===== config.mk =====
export PLATFORM = sky130hd
export DESIGN_NAME = load_store_unit
export DESIGN_NICKNAME = d
export VERILOG_FILES = /design/src/rtl/load_store_unit.sv
export SDC_FILE = /design/constraint.sdc
export NUM_CORES = 1
export LEC_CHECK = 0
export ABC_AREA = 1
export CAP_MARGIN = 20
export CORE_ASPECT_RATIO = 1.4
export CORE_UTILIZATION = 38
export CTS_BUF_LIST = sky130_fd_sc_hd__clkbuf_4
export DETAILED_ROUTE_END_ITERATION = 8
export GPL_TIMING_DRIVEN = 1
export PLACE_DENSITY_LB_ADDON = 0.3
export SLEW_MARGIN = 20
export SYNTH_ARGS = -nofsm -noshare
export SYNTH_HDL_FRONTEND = slang
export SYNTH_SLANG_ARGS = --single-unit

===== constraint.sdc =====
create_clock -name clk -period 1.67 [get_ports clk]
set_input_delay 0.2505 -clock clk [delete_from_list [all_inputs] [get_ports clk]]
set_output_delay 0.2505 -clock clk [all_outputs]
set_load 0.005 [all_outputs]

===== src/rtl/load_store_unit.sv =====
// load_store_unit: single-outstanding load/store bridge from pipeline requests to a word-wide data bus
module load_store_unit #(
  parameter int ADDR_SIZE      = 32,
  parameter int WORD_LEN       = 32,
  parameter int TIMEOUT_CYCLES = 255
) (
  input  logic                 clk,
  input  logic                 rstn,
  input  logic                 reqValid,
  output logic                 reqReady,
  input  logic                 reqWrite,
  input  logic [2:0]           reqFunct3,
  input  logic [ADDR_SIZE-1:0] reqAddr,
  input  logic [WORD_LEN-1:0]  reqWData,
  output logic                 rspValid,
  input  logic                 rspReady,
  output logic [WORD_LEN-1:0]  rspData,
  output logic [1:0]           rspErr,
  output logic                 memReq,
  output logic                 memWe,
  output logic [ADDR_SIZE-1:0] memAddr,
  output logic [3:0]           memBe,
  output logic [WORD_LEN-1:0]  memWData,
  input  logic                 memAck,
  input  logic [WORD_LEN-1:0]  memRData
);
  localparam int CW = $clog2(TIMEOUT_CYCLES + 1);
  localparam logic [CW-1:0] LAST = CW'(TIMEOUT_CYCLES - 1);
  typedef enum logic [1:0] {IDLE, BUS, RESP} state_t;
  state_t                 state_q;
  logic                   we_q;
  logic [2:0]             f3_q;
  logic [ADDR_SIZE-1:0]   addr_q;
  logic [WORD_LEN-1:0]    wdata_q;
  logic [CW-1:0]          cnt_q;
  logic [WORD_LEN-1:0]    rdata_q;
  logic [1:0]             err_q;
  logic                   bus, illegal, misaligned;
  logic [1:0]             off;
  logic [7:0]             ld_b;
  logic [15:0]            ld_h;
  logic [3:0]             be;
  logic [WORD_LEN-1:0]    wd, ld;
  assign bus        = state_q == BUS;
  assign off        = addr_q[1:0];
  assign illegal    = reqFunct3 == 3'b011 || reqFunct3[2:1] == 2'b11;
  assign misaligned = (reqFunct3[1:0] == 2'b01 && reqAddr[0]) || (reqFunct3 == 3'b010 && reqAddr[1:0] != 2'b00);
  // Lane shift selects the addressed byte/half; halves are aligned so off is 0 or 2
  assign ld_b = 8'(memRData >> {off, 3'b000});
  assign ld_h = 16'(memRData >> {off, 3'b000});
  assign ld = f3_q == 3'b000 ? {{(WORD_LEN-8){ld_b[7]}}, ld_b} :
              f3_q == 3'b001 ? {{(WORD_LEN-16){ld_h[15]}}, ld_h} :
              f3_q == 3'b100 ? {{(WORD_LEN-8){1'b0}}, ld_b} :
              f3_q == 3'b101 ? {{(WORD_LEN-16){1'b0}}, ld_h} : memRData;
  assign be = f3_q[1:0] == 2'b00 ? 4'b0001 << off : f3_q[1:0] == 2'b01 ? 4'b0011 << off : 4'b1111;
  assign wd = f3_q[1:0] == 2'b00 ? {4{wdata_q[7:0]}} : f3_q[1:0] == 2'b01 ? {2{wdata_q[15:0]}} : wdata_q;
  assign reqReady = rstn && state_q == IDLE;
  assign rspValid = state_q == RESP;
  assign rspData  = rdata_q;
  assign rspErr   = err_q;
  assign memReq   = bus;
  assign memWe    = bus && we_q;
  assign memAddr  = bus ? {addr_q[ADDR_SIZE-1:2], 2'b00} : '0;
  assign memBe    = bus ? be : 4'b0000;
  assign memWData = bus ? wd : '0;
  always_ff @(posedge clk or negedge rstn)
    if (!rstn) begin
      state_q <= IDLE;
      we_q    <= 1'b0;
      f3_q    <= 3'b000;
      addr_q  <= '0;
      wdata_q <= '0;
      cnt_q   <= '0;
      rdata_q <= '0;
      err_q   <= 2'b00;
    end else begin
      case (state_q)
        IDLE: if (reqValid) begin
          we_q    <= reqWrite;
          f3_q    <= reqFunct3;
          addr_q  <= reqAddr;
          wdata_q <= reqWData;
          cnt_q   <= '0;
          rdata_q <= '0;
          err_q   <= illegal ? 2'b11 : misaligned ? 2'b01 : 2'b00;
          state_q <= illegal || misaligned ? RESP : BUS;
        end
        BUS: if (memAck) begin
          rdata_q <= we_q ? '0 : ld;
          err_q   <= 2'b00;
          state_q <= RESP;
        end else if (cnt_q == LAST) begin
          err_q   <= 2'b10;
          state_q <= RESP;
        end else cnt_q <= cnt_q + 1'b1;
        RESP: if (rspReady) state_q <= IDLE;
        default: state_q <= IDLE;
      endcase
    end
endmodule


==> flow_summary_export.csv, run 1 <==
group,metric,value,unit
worst_setup_path,ff2ff_setup_slack,-160,ps
placed_design,gp_congestion,0.872,
clock_tree,cts_buffers,9,
worst_setup_path,rr_worst_depth,12,
clock_tree,clockRootBuffer,"clkbuf_4",
die,boundaryPins,211,
min_path,hp-class,"in -> reg",
worst_setup_path,crit_type,"reg -> out",
worst_setup_path,slowest_delay,520,ps
routing,postRouteAntennaNets,0,
pwr,internal_power,8.75,mW
synth,synthXorXnorAreaFrac,0.00141,
job,drv_cap,0,
pwr,clock_power_share,0.096,
placed_design,portBuffers,208,
cells_and_area,post_route_cells_drive_above_1_share,0.304,
placed_design,dpl.hpwl,13.7,mm
global_route,antenna_found_initial,1,
timing,finalClockSkew,31.5,ps
routing,drc,0,
clock_tree,cts_tree,"yes",
clock_tree,htree_levels,3,
die,start_util,0.394,
timing,worst_pin_slew,628,ps
synth,netlist_area,0.00620,mm^2
worst_setup_path,end_kind,"output port",
pwr,pwr-share-comb,0.619,
worst_setup_path,path_cells,"nor2_8 > buf_6 > inv_8 > buf_12 > nor2_4 > a21oi_2 > nor2_1 > buf_2",
global_route,grt_pass1_vias,6680,
clock_tree,clockBufferDepth,2,
timing,period_minus_slack,2040,ps
min_path,hold_end,"addr_q[25]$_DFFE_PN0P_",
die,core_area,0.0157,mm^2
pwr,p_sw,7.10,mW
synth,synth_seq_cells,112,
synth,ys_seq_area_frac,0.452,
worst_setup_path,crit_path_top_delay_cell,"dfrtp_2",
routing,postRouteWirelength,22.7,mm
pwr,power_density,1540,mW/mm^2
worst_setup_path,cp_top_family,"flip-flops",
min_path,whs_path_depth,3,
placed_design,placed_cells,1284,
timing,slew_headroom,0.581,
global_route,track_usage,0.247,
global_route,grt_pass1_wl,32.2,mm
timing,final.setup.worst_slack,-369,ps
clock_tree,clk_latency,490,ps
timing,min_period_over_period,1.22,
status,status,"complete, but fails checks",
timing,maxSlewViolCount,0,
routing,vias,6917,
pwr,switching_share,0.448,
routing,wl_per_cell,16.6,um
routing,first_pass_iters,5,
synth,yosysUniqueCellTypes,31,
clock_tree,cts_sinks,112,
cells_and_area,synthToLayoutAreaGrowth,66.3,%
cells_and_area,stdcell_count,1373,
synth,muxShareOfSynthArea,0,
die,rows,54,
timing,finalSetupViolations,94,
worst_setup_path,start_kind,"register",
worst_setup_path,crit_buf_inv,4,
routing,drt-vias-per-instance,5.04,
die,die_h,153,um
pwr,vdd_drop_max,0.000777,V
min_path,min_from,"reqAddr[25]",
synth,synth_simple_gate_area_share,0.329,
timing,rsz0062_at_grt,"true",
global_route,grt_overflow,0,
worst_setup_path,cp-startpoint,"f3_q[1]$_DFFE_PN0P_",
cells_and_area,fin_area,0.0103,mm^2
synth,synthAdderAreaFrac,0.0121,
routing,drtIter0Drc,384,
pwr,share_seq_of_total_power,0.284,
worst_setup_path,timing.rr.start,"f3_q[1]$_DFFE_PN0P_",
synth,syn_inst,880,
die,dieArea,0.0168,mm^2
worst_setup_path,cp_max_fo,5,
timing,fmax,490,MHz
die,dieWidth,110,um
worst_setup_path,rr_endpoint,"rspData[24]$_DFFE_PN0P_",
worst_setup_path,crit_required,1420,ps
clock_tree,path_clk_slew,200,ps
synth,synth_compound_area_frac,0.0987,
synth,synth_top_family_by_area,"simple AND/OR/NAND/NOR gates",
worst_setup_path,worstPathArrival,1790,ps
synth,yosys_warnings,0,
pwr,p_leak,5.61,nW
placed_design,placed_cell_area,0.00864,mm^2
status,violations,"setup timing",
timing,hold_violations,0,
synth,avgSynthCellArea,7.04,um^2
global_route,grt_max_degree,113,
cells_and_area,nets,1282,
==> area by class of cell <==
class                           count  area [um^2]
Clock buffer                        9         67.6
Timing Repair Buffer              325         3290
Multi-Input combinational cell    628         3430
Clock inverter                      7         86.3
Inverter                           95          384
Tap cell                          196          245
Fill cell                        1276         5440
Sequential cell                   112         2810
Antenna cell                        1         2.50
==> through the flow <==
stage	power, mW	setup WS (ps)	hold slack (ps)	TNS [ps]	utilization
after floorplan	8.13	179	-45.1	0	-
after global placement	10.7	-194	402	-6210	0.549
after detailed placement	10.9	-220	400	-7180	0.549
after CTS	14.2	-373	241	-19520	0.608
after global routing	16.9	-446	259	-25100	0.655
final	15.9	-369	267	-18540	0.655
==> cell usage after synthesis (all sizes together) <==
cell type / count / area [um^2]
a21boi: 1 / 7.51
a21oi: 29 / 145
buf: 36 / 254
clkbuf: 11 / 42.5
conb: 1 / 3.75
dfrtp: 112 / 2800
ha: 6 / 75.1
inv: 95 / 359
nand2: 364 / 1390
nand3: 50 / 255
nand3b: 1 / 20.0
nand4: 7 / 43.8
nor2: 77 / 327
o211ai: 1 / 7.51
o21ai: 83 / 423
o21bai: 3 / 22.5
o22ai: 1 / 6.26
or2: 1 / 6.26
xor2: 1 / 8.76
==> flip-flops by register name, summed over array words and instances (netlist names) <==
| register | cells |
|---|---|
| we_q | 1 |
| addr_q | 32 |
| rspErr | 2 |
| f3_q | 3 |
| wdata_q | 32 |
| rspData | 32 |
| state_q | 2 |
| cnt_q | 8 |
==> power by group through the flow <==
stage / Clock, mW / Sequential, mW / Combinational [mW]
6_report: 1.52 / 4.51 / 9.82
5_1_grt: 1.64 / 4.61 / 10.6
4_1_cts: 1.55 / 4.39 / 8.25
3_5_place_dp: 0 / 4.39 / 6.48
3_3_place_gp: 0 / 4.37 / 6.37
2_1_floorplan: 0 / 4.23 / 3.89
==> repair_timing <==
item                                    in CTS  in global routing
buffers inserted                            34                 27
gates cloned                                 8                 12
hold buffers                                 1                  0
endpoints found under the setup margin      81                198
pin swaps                                   30                 38
hold endpoints to repair                   112                  0
resized for setup                          460                142
==> layer usage <==
metal	wire, um	up-vias	GRT usage
li1	-	3300	-
met4	1060	0	0.133
met1	8260	3242	0.281
met5	0	-	0
met2	11900	297	0.427
met3	1460	78	0.0452
==> worst reg2reg max path: stages, from the launching register on <==
cell and delay (ps):
dfrtp_2 520, nor2_8 120, buf_4 130, buf_8 130
buf_4 110, buf_4 120, nand2_4 60, nand3b_4 170
nand2_4 70, inv_4 50, buf_12 140, nand2_2 70
nand2_1 50
==> placed cells by master, fill, tap and decap left out, types with 2 or more instances in the layout <==
cell,instances
nand2_1,320
clkdlybuf4s50_1,111
dfrtp_1,109
inv_1,77
buf_2,65
o21ai_0,59
buf_4,48
nor2_4,41
nand3_1,40
buf_6,38
nor2_1,29
nand2_2,23
nand2_4,21
a21oi_2,18
buf_12,17
o21ai_1,16
dlymetal6s2s_1,16
inv_2,11
a21oi_1,11
nand3_2,10
dlygate4sd2_1,10
clkbuf_4,9
o21ai_2,8
nand4_1,7
clkbuf_16,7
buf_8,7
nor2_2,5
inv_6,4
inv_4,4
ha_1,4
buf_16,4
inv_8,3
o21bai_1,3
dfrtp_2,3
nor2_8,2
conb_1,2
==> worst max-delay path by stage <==
stage | endpoint | slack (ps) | cells past startpoint
floorplan | memBe[2] | 180 | 6
finish | memWData[15] | -370 | 8
detailed placement | memWData[30] | -220 | 8
global placement | memAddr[12] | -190 | 6
CTS | memWData[25] | -370 | 8
global route | memWData[15] | -450 | 8
==> kinds of logic (layout without fill, tap and decap cells) <==
kind of cell	count (synthesis)	count (layout)
xor gates and xnor gates	1	1
AOI/OAI and AO/OA	118	118
DFF	112	112
adders and majority gates	6	6
and+or+nand+nor	500	501
buffers and inverters	142	436
other	1	3
(Power assumes the default switching activity.)
==> inputs of run 2 (changes only) <==
- CTS_CLUSTER_SIZE: default -> 14
==> results of run 2 <==
Final layout, timing and power as in run 1 (identical DEF).
